$ cat src/rtl/ddr3_pll_phase_sequencer.sv
// ddr3_pll_phase_sequencer: steps the DDR3 PLL dynamic phase-shift port one handshaked step at a time.
// Ports: CLK_IN/RST_IN clock and async active-high reset; PLL_LOCKED lock status (synchronized here);
//        req/req_updn/req_steps shift request; ack/busy/done/err request status;
//        position absolute phase modulo POS_MOD; phase_step/phase_updn/phase_done PLL handshake.
// Optional macro PHASE_SEQ_TIMEOUT_EN adds a TIMEOUT_CYC watchdog on each phase_done edge wait.
module ddr3_pll_phase_sequencer #(
    parameter int STEP_HOLD   = 2,
    parameter int GAP_CYCLES  = 2,
    parameter int CNT_W       = 6,
    parameter int POS_MOD     = 64,
    parameter int TIMEOUT_CYC = 1023
) (
    input  logic                       CLK_IN,
    input  logic                       RST_IN,
    input  logic                       PLL_LOCKED,
    input  logic                       req,
    input  logic                       req_updn,
    input  logic [CNT_W-1:0]           req_steps,
    output logic                       ack,
    output logic                       busy,
    output logic                       done,
    output logic                       err,
    output logic [$clog2(POS_MOD)-1:0] position,
    output logic                       phase_step,
    output logic                       phase_updn,
    input  logic                       phase_done
);
    localparam int PW = $clog2(POS_MOD);
    // One timer serves step hold, gap and watchdog; sized for the largest of them.
    localparam int TW = $clog2(TIMEOUT_CYC + STEP_HOLD + GAP_CYCLES + 1) + 1;

    typedef enum logic [2:0] {IDLE, SETUP, STEP, WAIT_LO, WAIT_HI, GAP, DONE} state_t;

    state_t           state_q, state_d;
    logic [1:0]       lk_q, pd_q;
    logic             dir_q, dir_d, err_q, err_d, tmo;
    logic [CNT_W-1:0] rem_q, rem_d;
    logic [PW-1:0]    pos_q, pos_d;
    logic [TW-1:0]    tmr_q, tmr_d;

    wire locked  = lk_q[1];
    wire pd_sync = pd_q[1];

    always_ff @(posedge CLK_IN or posedge RST_IN) begin
        if (RST_IN) begin
            state_q <= IDLE;
            lk_q    <= '0;
            pd_q    <= '0;
            dir_q   <= 1'b0;
            err_q   <= 1'b0;
            rem_q   <= '0;
            pos_q   <= '0;
            tmr_q   <= '0;
        end else begin
            state_q <= state_d;
            lk_q    <= {lk_q[0], PLL_LOCKED};
            pd_q    <= {pd_q[0], phase_done};
            dir_q   <= dir_d;
            err_q   <= err_d;
            rem_q   <= rem_d;
            pos_q   <= pos_d;
            tmr_q   <= tmr_d;
        end
    end

    always_comb begin
        state_d = state_q;
        dir_d   = dir_q;
        err_d   = err_q;
        rem_d   = rem_q;
        pos_d   = pos_q;
        ack     = 1'b0;
        tmo     = 1'b0;
        case (state_q)
            IDLE: if (req && locked) begin
                ack     = 1'b1;
                err_d   = 1'b0;
                dir_d   = req_updn;
                rem_d   = req_steps;
                state_d = (req_steps != '0) ? SETUP : DONE;
            end
            SETUP:   state_d = STEP;
            STEP:    if (tmr_q == TW'(STEP_HOLD - 1)) state_d = WAIT_LO;
            WAIT_LO: if (!pd_sync) state_d = WAIT_HI;
            WAIT_HI: if (pd_sync) begin
                state_d = GAP;
                rem_d   = rem_q - CNT_W'(1);
                pos_d   = dir_q ? ((pos_q == PW'(POS_MOD - 1)) ? '0 : pos_q + PW'(1))
                                : ((pos_q == '0) ? PW'(POS_MOD - 1) : pos_q - PW'(1));
            end
            GAP:     if (tmr_q == TW'(GAP_CYCLES - 1)) state_d = (rem_q != '0) ? SETUP : DONE;
            DONE:    state_d = IDLE;
            default: state_d = IDLE;
        endcase
`ifdef PHASE_SEQ_TIMEOUT_EN
        tmo = (state_q == WAIT_LO || state_q == WAIT_HI) && tmr_q == TW'(TIMEOUT_CYC - 1);
`endif
        if (tmo || (state_q != IDLE && !locked)) begin
            state_d = IDLE;
            err_d   = 1'b1;
            pos_d   = pos_q;
        end
        // The PLL re-locks at its nominal phase, so an unlocked PLL means position 0.
        if (!locked) pos_d = '0;
        tmr_d = (state_d != state_q) ? '0 : tmr_q + TW'(1);
    end

    assign phase_step = state_q == STEP;
    assign phase_updn = state_q != IDLE && dir_q;
    assign busy       = ack || !(state_q == IDLE || state_q == DONE);
    assign done       = state_q == DONE && locked;
    assign err        = err_q;
    assign position   = pos_q;
endmodule

$ cat config.mk
export PLATFORM = sky130hd
export DESIGN_NAME = ddr3_pll_phase_sequencer
export DESIGN_NICKNAME = d
export VERILOG_FILES = /design/src/rtl/ddr3_pll_phase_sequencer.sv
export SDC_FILE = /design/constraint.sdc
export NUM_CORES = 1
export LEC_CHECK = 0
export BUFFER_PORTS_ARGS = -buffer_cell sky130_fd_sc_hd__buf_2
export CORE_MARGIN = 2
export CORE_UTILIZATION = 30
export CTS_CLUSTER_SIZE = 28
export DETAILED_ROUTE_END_ITERATION = 6
export SLEW_MARGIN = 20
export SYNTH_ARGS = -nofsm -noshare
export SYNTH_HDL_FRONTEND = slang
export SYNTH_SLANG_ARGS = --single-unit
$ cat constraint.sdc
create_clock -name CLK_IN -period 2.4 [get_ports CLK_IN]
set_clock_uncertainty 0.05 [all_clocks]
set_input_delay 0.48 -clock CLK_IN [delete_from_list [all_inputs] [get_ports CLK_IN]]
set_output_delay 0.48 -clock CLK_IN [all_outputs]
set_load 0.03 [all_outputs]
== Word-level counts from Yosys, hierarchy flattened ==
Cells that the tools add are included.
Storage, ports and cells
  flip-flop bits (word level): 33
  input port bits: 12
  output and inout bits: 12
  logic and storage cells: 71
Operators by class
  add/sub/neg operators: 4
  equal/unequal tests: 14
  muxes and demuxes: 25
  reduce and logical (&&, ||, !) cells: 20
Operator list (count)
  2-to-1 mux 6 bit: 9
  2-to-1 mux 3 bit: 8
  one-hot mux 3 bit (6 select lines): 1
  adder 12 x 1 -> 12 bit, second input constant: 1
  == test 12 x 1 -> 1 bit, second input constant: 1
  2-to-1 mux 12 bit: 1
  one-hot mux 6 bit (2 select lines): 1
  nonzero test 6 bit: 2
  subtractor 6 x 1 -> 6 bit, second input constant: 2
  == test 3 bit, second input constant: 3
  adder 6 x 1 -> 6 bit, second input constant: 1
  == test 3 x 2 -> 1 bit, second input constant: 2
  == test 6 bit, second input constant: 1
  zero test 6 bit: 1
  != test 2 bit, second input constant: 3
  AND reduction 3 bit: 2
  nonzero test 2 bit: 3
  2-to-1 mux 1 bit: 5
  logical AND 1 bit: 4
  != test 2 x 1 -> 1 bit, second input constant: 2
  AND reduction 2 bit: 2
  == test 3 x 1 -> 1 bit, second input constant: 1
  zero test 3 bit: 1
  != test 3 bit: 1
  other kinds (3): 5

== Depth between registers and ports, before layout ==
Gate-level depths: netlist of run 1.
  depth in word-level cells: 7
  depth in mapped cells: 8
  gate-level depth less buffers: 7

== Worst setup path before layout of run 1 ==
Ideal clock, no wire load.
  kind: register -> output
  start point: register dir_q
  end point: output phase_updn
  arrival time: 1584 ps
  required time: 1870 ps
  setup slack: 286 ps
  cell stages (with the launch flop): 4
  buffers on the path: 2
  cells stage by stage: dfrtp_1 -> clkbuf_1 -> clkbuf_1 -> a21boi_0
Between the ends
  cells in the longest elaborated chain, start to end: 1
Ends and longest elaborated chain
  start: declaration: RTL line 36  | logic dir_q, dir_d, err_q, err_d, tmo;
  start signal: assignment: RTL line 58  | dir_q <= dir_d;
  logical AND 1 bit: RTL line 109  | assign phase_updn = state_q != IDLE && dir_q;
  end: declaration: RTL line 25  | output logic phase_updn,
No other way between the ends.

== Worst setup path in the final report of run 1 ==
  start point: register lk_q[1]
  end point: output busy
Between the ends
  cells in the longest elaborated chain, start to end: 4
Ends and longest elaborated chain
  start: declaration: RTL line 35  | logic [1:0] lk_q, pd_q;
  start signal: assignment: RTL line 56  | lk_q <= {lk_q[0], PLL_LOCKED};
  logical AND 1 bit: RTL line 75  | IDLE: if (req && locked) begin
  2-to-1 mux 1 bit: RTL line 75
  2-to-1 mux 1 bit: RTL line 74  | case (state_q)
  logical OR 1 bit: RTL line 110  | assign busy = ack || !(state_q == IDLE || state_q == DONE);
  end: declaration: RTL line 20  | output logic busy,
No other way between the ends.

==> results.tsv, run 1 <==
stage	metric	value	unit
logic_synthesis	Avg Cell Area, Syn	8.89	um^2
min_path	HP Class	input port to asynchronous set/reset pin	
clock_network	TritonCTS buffer count	5	
clock_network	H-Tree Depth	2	
critical_path	Worst path top cell family by delay	simple AND/OR/NAND/NOR gates	
floorplan	chip width	89.0	um
job	max cap viols	0	
pwr	clock power share	18.5	%
sta	RSZ-0062 raised after global routing	false	
cells_and_area	n_diodes	0	
logic_synthesis	ys flop type	dfrtp_1	
logic_synthesis	post-synthesis sequential area ratio	38.1	%
drt	Residual DRC	0	
logic_synthesis	share of the synthesized area in the top cell type	38.1	%
logic_synthesis	post-synthesis register bit count	33	
pwr	power density cells	897	nW/um^2
global_route	total track usage	13.3	%
critical_path	Buf/Inv on CP	1	
sta	Max Clk Rate	437	MHz
clock_network	CTS tree	yes	
floorplan	Initial Utilization	31.4	%
sta	Worst slew margin	65.0	%
place	IO buf count	23	
pwr	Seq pwr share	38.1	%
global_route	first-pass GRT wire length	8410	um
floorplan	Core Area	6910	um^2
critical_path	startpoint type of the worst setup path	register	
pwr	total power	2.21	mW
cells_and_area	Filler Cells Inserted	717	
global_route	vias in the first global route	1745	
critical_path	Cell Chain, Critical Path	nor2b_1, and3_4, or3_1, buf_2	
drt	final WL	4720	um
pwr	Pint	1.27	mW
sta	crit path time final	2290	ps
logic_synthesis	Syn Inst Count	244	
clock_network	clock tree buffer depth	2	
clock_network	Num Clock Sinks	33	
floorplan	Die Area	7920	um^2
sta	Final Hold Viols	0	
clock_network	Clock transition at path regs	60	ps
clock_network	Root Buffer	clkbuf_8	
pwr	NetSw	949	uW
critical_path	Setup crit end kind	output pin	
critical_path	critical setup path kind	register to output pin	
logic_synthesis	top post-synthesis cells by area	dfrtp_1, nor3_2, xor2_1	
pwr	Sw Share	42.8	%
clock_network	clk_lat worst skew	270	ps
critical_path	WP data arrival	1760	ps
logic_synthesis	Post-Synthesis Cell Area	2170	um^2
floorplan	Top Ports	24	
run_status	status	finished clean	
logic_synthesis	Synth warnings	0	
drt	vias per inst	5.12	
floorplan	DIE HEIGHT	89.0	um
sta	Min Hold Slack	229	ps
sta	post-route setup TNS	0	ps
cells_and_area	Finished Layout Cells	363	
sta	crit share post-route	95.3	%
critical_path	worst-path cell with the longest stage delay	dfrtp_1	
logic_synthesis	Post-synth ARST share	100	%
critical_path	CP required	1870	ps
floorplan	Cell Rows	30	
pwr	leak pwr	1.08	nW
logic_synthesis	number of synthesized flops with an enable pin	0	
sta	Worst-Margin Slew	524	ps
place	Placer Congestion	0.850	
place	DP HPWL	3420	um
clock_network	CTS-repair resized insts	0	
pwr	Logic pwr share	43.3	%
global_route	largest net degree at the start of global routing	34	
drt	Initial DRC Count	97	
global_route	initial antenna violation count	0	
clock_network	hold_buf cts	0	
sta	Slew Viols, Final	0	
cells_and_area	layout cells sized above 1	21.0	%
critical_path	Reg-to-Reg Start	lk_q[1]	
critical_path	Worst Path Max Fanout	12	
logic_synthesis	Cell variety after synth	56	
drt	Via Count	1857	
pwr	Peak supply drop	0.000470	V
drt	DR WL/cell	13.0	um
logic_synthesis	Synthesized Nets	263	
cells_and_area	area delta synth->final	13.8	%
cells_and_area	nets@finish	286	
sta	# setup viols final	0	
logic_synthesis	Yosys top cell by area	dfrtp_1	
drt	post-route ant nets	0	
global_route	GRT overflow	0	
critical_path	Worst setup startpoint	lk_q[1]	
place	DP Cell Count	356	
clock_network	post-CTS setup buffer count	0	
critical_path	critical path's largest stage delay	530	ps
drt	drt pass-1 iters	4	
## registers in the layout, indices dropped and copies added, names as in the netlist
name and cells:
dir_q 1, err 1, lk_q 2, pd_q 2
position 6, rem_q 6, state_q 3, tmr_q 12
## power by group through the flow
stage	sequential, mW	clock, mW	combinational [mW]
finish	0.844	0.411	0.960
global route	0.868	0.457	1.08
CTS	0.839	0.433	0.961
detailed placement	0.850	0	0.956
global placement	0.849	0	0.948
floorplan	0.786	0	0.796
## layout make-up
class,instances,area [um^2],share of cell area (%)
Clock buffer,7,86.3,3.50
Inverter,12,45.0,1.82
Multi-Input combinational cell,183,1210,49.0
Sequential cell,33,826,33.5
Tap cell,96,120,4.87
Timing Repair Buffer,32,183,7.40
## through the flow
step                worst slack (ps)  utilization (%)  area, um^2
floorplan                        286                -        2170
global placement                 329             34.5        2380
detailed placement               274             34.5        2380
CTS                              111             35.7        2470
global route                    55.4             35.7        2470
finish                           113             35.7        2470
## layer usage
metal  vias up  track usage, %  wire length, um
met2        46            19.4             2130
met3         4            2.68              198
met4         0            4.34               46
li1        932               -                -
met1       875            19.5             2340
met5         -               0                0
## cell families (layout without fill, tap and decap cells)
kind of cell | after synthesis | after routing | share of synthesized area, %
XOR/XNOR | 12 | 12 | 4.85
buffers and inverters | 28 | 51 | 6.17
multiplexers | 2 | 2 | 0.981
adder cells (fa/ha/maj) | 8 | 8 | 4.50
AO/OA/AOI/OAI | 63 | 63 | 18.4
flip-flops | 33 | 33 | 38.1
AND/OR/NAND/NOR | 98 | 98 | 27.1
## synthesized netlist by cell type (all sizes together) (2+ instances only)
cell type   n
inv        12
and4bb      2
a21oi      13
nand4       5
nand2b      2
a31oi       3
nor2       17
nor4        2
nor3       18
a211oi      2
o22ai       3
nor3b       3
dfrtp      33
nor4b       2
xor2       11
buf         7
nand3      14
a22o        2
nor2b       2
and2        3
a22oi       5
ha          7
clkbuf      9
and4        2
o21ai      21
nand2      19
a32oi       3
and3        4
## worst min-delay path, delay by kind of cell
| kind | cells | cell delay (ps) |
|---|---|---|
| buf+inv | 3 | 490 |
## cells in the final DEF (no fill, tap or decap), types with 5 or more instances in the layout
| cell | count |
|---|---|
| nand3_1 | 14 |
| inv_1 | 10 |
| ha_1 | 7 |
| buf_4 | 9 |
| nor3_2 | 10 |
| nand4_1 | 5 |
| clkbuf_8 | 6 |
| nand2_1 | 18 |
| a22oi_1 | 5 |
| dfrtp_1 | 33 |
| o21ai_0 | 9 |
| xor2_1 | 11 |
| buf_2 | 23 |
| nor3_1 | 8 |
| nor2_1 | 16 |
| a21oi_1 | 13 |
| o21ai_1 | 12 |
## path summary, 6_finish.rpt
path                                  end  slack, ps  cells after the start
worst max-delay path                 busy        110                      4
min in group CLK_IN               lk_q[0]        260                      1
worst max register to register  tmr_q[11]        330                      6
worst min-delay path             rem_q[1]        230                      3
max in group asynchronous        tmr_q[1]       1770                      3
worst min register to register    lk_q[1]        310                      0
Note: power is estimated with default switching activity, not from simulation.
==> inputs of run 2 (changes only) <==
Settings changed: CTS_CLUSTER_DIAMETER from default to 150, RECOVER_POWER from default to 25, REMOVE_ABC_BUFFERS from default to 1.
==> run 2 against run 1 <==
Against the previous run:
- the run now ends with max-capacitance violations, max-slew violations left
- first-iteration DRC count rose by 38%
- routed wire length rose by 1.7%
- register-to-register slack improved by 30 ps
==> results.tsv, run 2 (same netlist as run 1, synthesis figures left out) <==
stage	metric	value	unit	change
place	Placer Congestion	0.911		+7.1%
sta	Min Hold Slack	252	ps	+22.7 ps
critical_path	Worst path top cell family by delay	simple AND/OR/NAND/NOR gates		
drt	Initial DRC Count	134		+38%
clock_network	post-CTS setup buffer count	0		unchanged
sta	RSZ-0062 raised after global routing	false		
cells_and_area	layout cells sized above 1	21.5	%	+0.51 points
drt	DR WL/cell	13.1	um	+0.88%
sta	crit share post-route	91.5	%	-3.8 points
global_route	initial antenna violation count	0		unchanged
cells_and_area	max reg flops	12		unchanged
critical_path	CP required	1870	ps	about the same
sta	Slew Viols, Final	34		+34
drt	vias per inst	5.17		+1.0%
cells_and_area	commonest non-fill, non-tap cell in the layout	dfrtp_1		
global_route	GRT overflow	0		unchanged
cells_and_area	nets@finish	289		+1.0%
sta	Worst-Margin Slew	1740	ps	+1220 ps
drt	drt pass-1 iters	4		unchanged
drt	post-route ant nets	0		unchanged
critical_path	Buf/Inv on CP	1		unchanged
place	IO buf count	23		unchanged
global_route	first-pass GRT wire length	8210	um	-2.4%
critical_path	worst-path cell with the longest stage delay	dfrtp_1		
run_status	status	finished with violations		
cells_and_area	Core Util, Final	36.0	%	+0.27 points
clock_network	TritonCTS buffer count	5		unchanged
floorplan	Top Ports	24		unchanged
clock_network	hold_buf cts	0		unchanged
run_status	failing checks	max-capacitance violations, max-slew violations		
job	max cap viols	1		+1
critical_path	WP data arrival	1670	ps	-90 ps
sta	# setup viols final	0		unchanged
critical_path	Worst Path Max Fanout	6		-6
cells_and_area	area delta synth->final	14.7	%	
floorplan	DIE HEIGHT	89.0	um	unchanged
drt	final WL	4800	um	+1.7%
floorplan	chip width	89.0	um	unchanged
place	worst slack, placed	287	ps	+12.6 ps
sta	Max Clk Rate	455	MHz	+4.1%
cells_and_area	n_diodes	0		unchanged
cells_and_area	Finished Layout Cells	366		+0.83%
clock_network	CTS tree	yes		
clock_network	Root Buffer	clkbuf_8		
global_route	vias in the first global route	1733		-0.69%
pwr	leak pwr	1.09	nW	+1.1%
critical_path	Cell Chain, Critical Path	nor2b_1, and3_4, or3_1, buf_2		
pwr	total power	2.24	mW	+1.1%
critical_path	Setup crit end kind	output pin		
global_route	total track usage	13.0	%	-0.22 points
clock_network	CTS-repair resized insts	0		unchanged
drt	Residual DRC	0		unchanged
pwr	Peak supply drop	0.000269	V	-43%
floorplan	Initial Utilization	31.4	%	unchanged
drt	Via Count	1891		+1.8%
global_route	largest net degree at the start of global routing	34		unchanged
clock_network	Num Clock Sinks	33		unchanged
min_path	HP Class	input port to register		
sta	Worst slew margin	-16.2	%	-81 points
clock_network	Clock transition at path regs	60	ps	about the same
clock_network	clock tree buffer depth	2		unchanged
floorplan	Cell Rows	30		unchanged
sta	Final Hold Viols	0		unchanged
place	Post-DP Area	2400	um^2	+0.95%
sta	Final WS setup	203	ps	+90.5 ps
critical_path	startpoint type of the worst setup path	register		
place	DP Cell Count	359		+0.84%
clock_network	clk_lat worst skew	280	ps	about the same
sta	post-route setup TNS	0	ps	unchanged
floorplan	Core Area	6910	um^2	unchanged
floorplan	Die Area	7920	um^2	unchanged
place	DP HPWL	3490	um	+1.9%
sta	crit path time final	2200	ps	-90.5 ps
clock_network	H-Tree Depth	2		unchanged
cells_and_area	post-route cell area	2490	um^2	+0.76%
cells_and_area	commonest cells after routing, fill and taps aside	dfrtp_1, buf_2, nand2_1, nor2_1, nand3_1		
pwr	power density cells	900	nW/um^2	+0.29%
cells_and_area	Largest Register	tmr_q		
critical_path	critical setup path kind	register to output pin		
critical_path	critical path's largest stage delay	450	ps	-80 ps
-- run 2: cell type report --
| class | instances | area, um^2 |
|---|---|---|
| well taps | 96 | 120 |
| repair buffers | 35 | 201 |
| flip-flops and latches | 33 | 826 |
| clock buffers | 7 | 86.3 |
| fillers | 736 | 4420 |
| multi-input cells | 183 | 1210 |
| inverters | 12 | 45.0 |
-- run 2: per-layer routing --
metal,wire length [um],vias up,global-route usage [%]
met5,0,-,0
met4,89,0,4.07
met3,205,10,3.05
met2,2150,43,20.4
met1,2360,906,17.9
li1,-,932,-
-- run 2: report_power, final --
part,internal (mW),switching (mW),total [mW]
Sequential,0.672,0.142,0.814
Combinational,0.378,0.627,1.01
Clock,0.227,0.191,0.419
Total,1.28,0.961,2.24
-- run 2: final timing paths --
| check | start | to | slack (ps) | depth (start not counted) |
|---|---|---|---|---|
| min in group asynchronous | RST_IN | tmr_q[10] | 750 | 3 |
| max reg2reg | tmr_q[1] | tmr_q[2] | 360 | 8 |
| max | lk_q[1] | busy | 200 | 4 |
| min reg2reg | pd_q[0] | pd_q[1] | 300 | 0 |
| min | phase_done | pd_q[0] | 250 | 1 |
| max in group asynchronous | RST_IN | rem_q[3] | 550 | 3 |
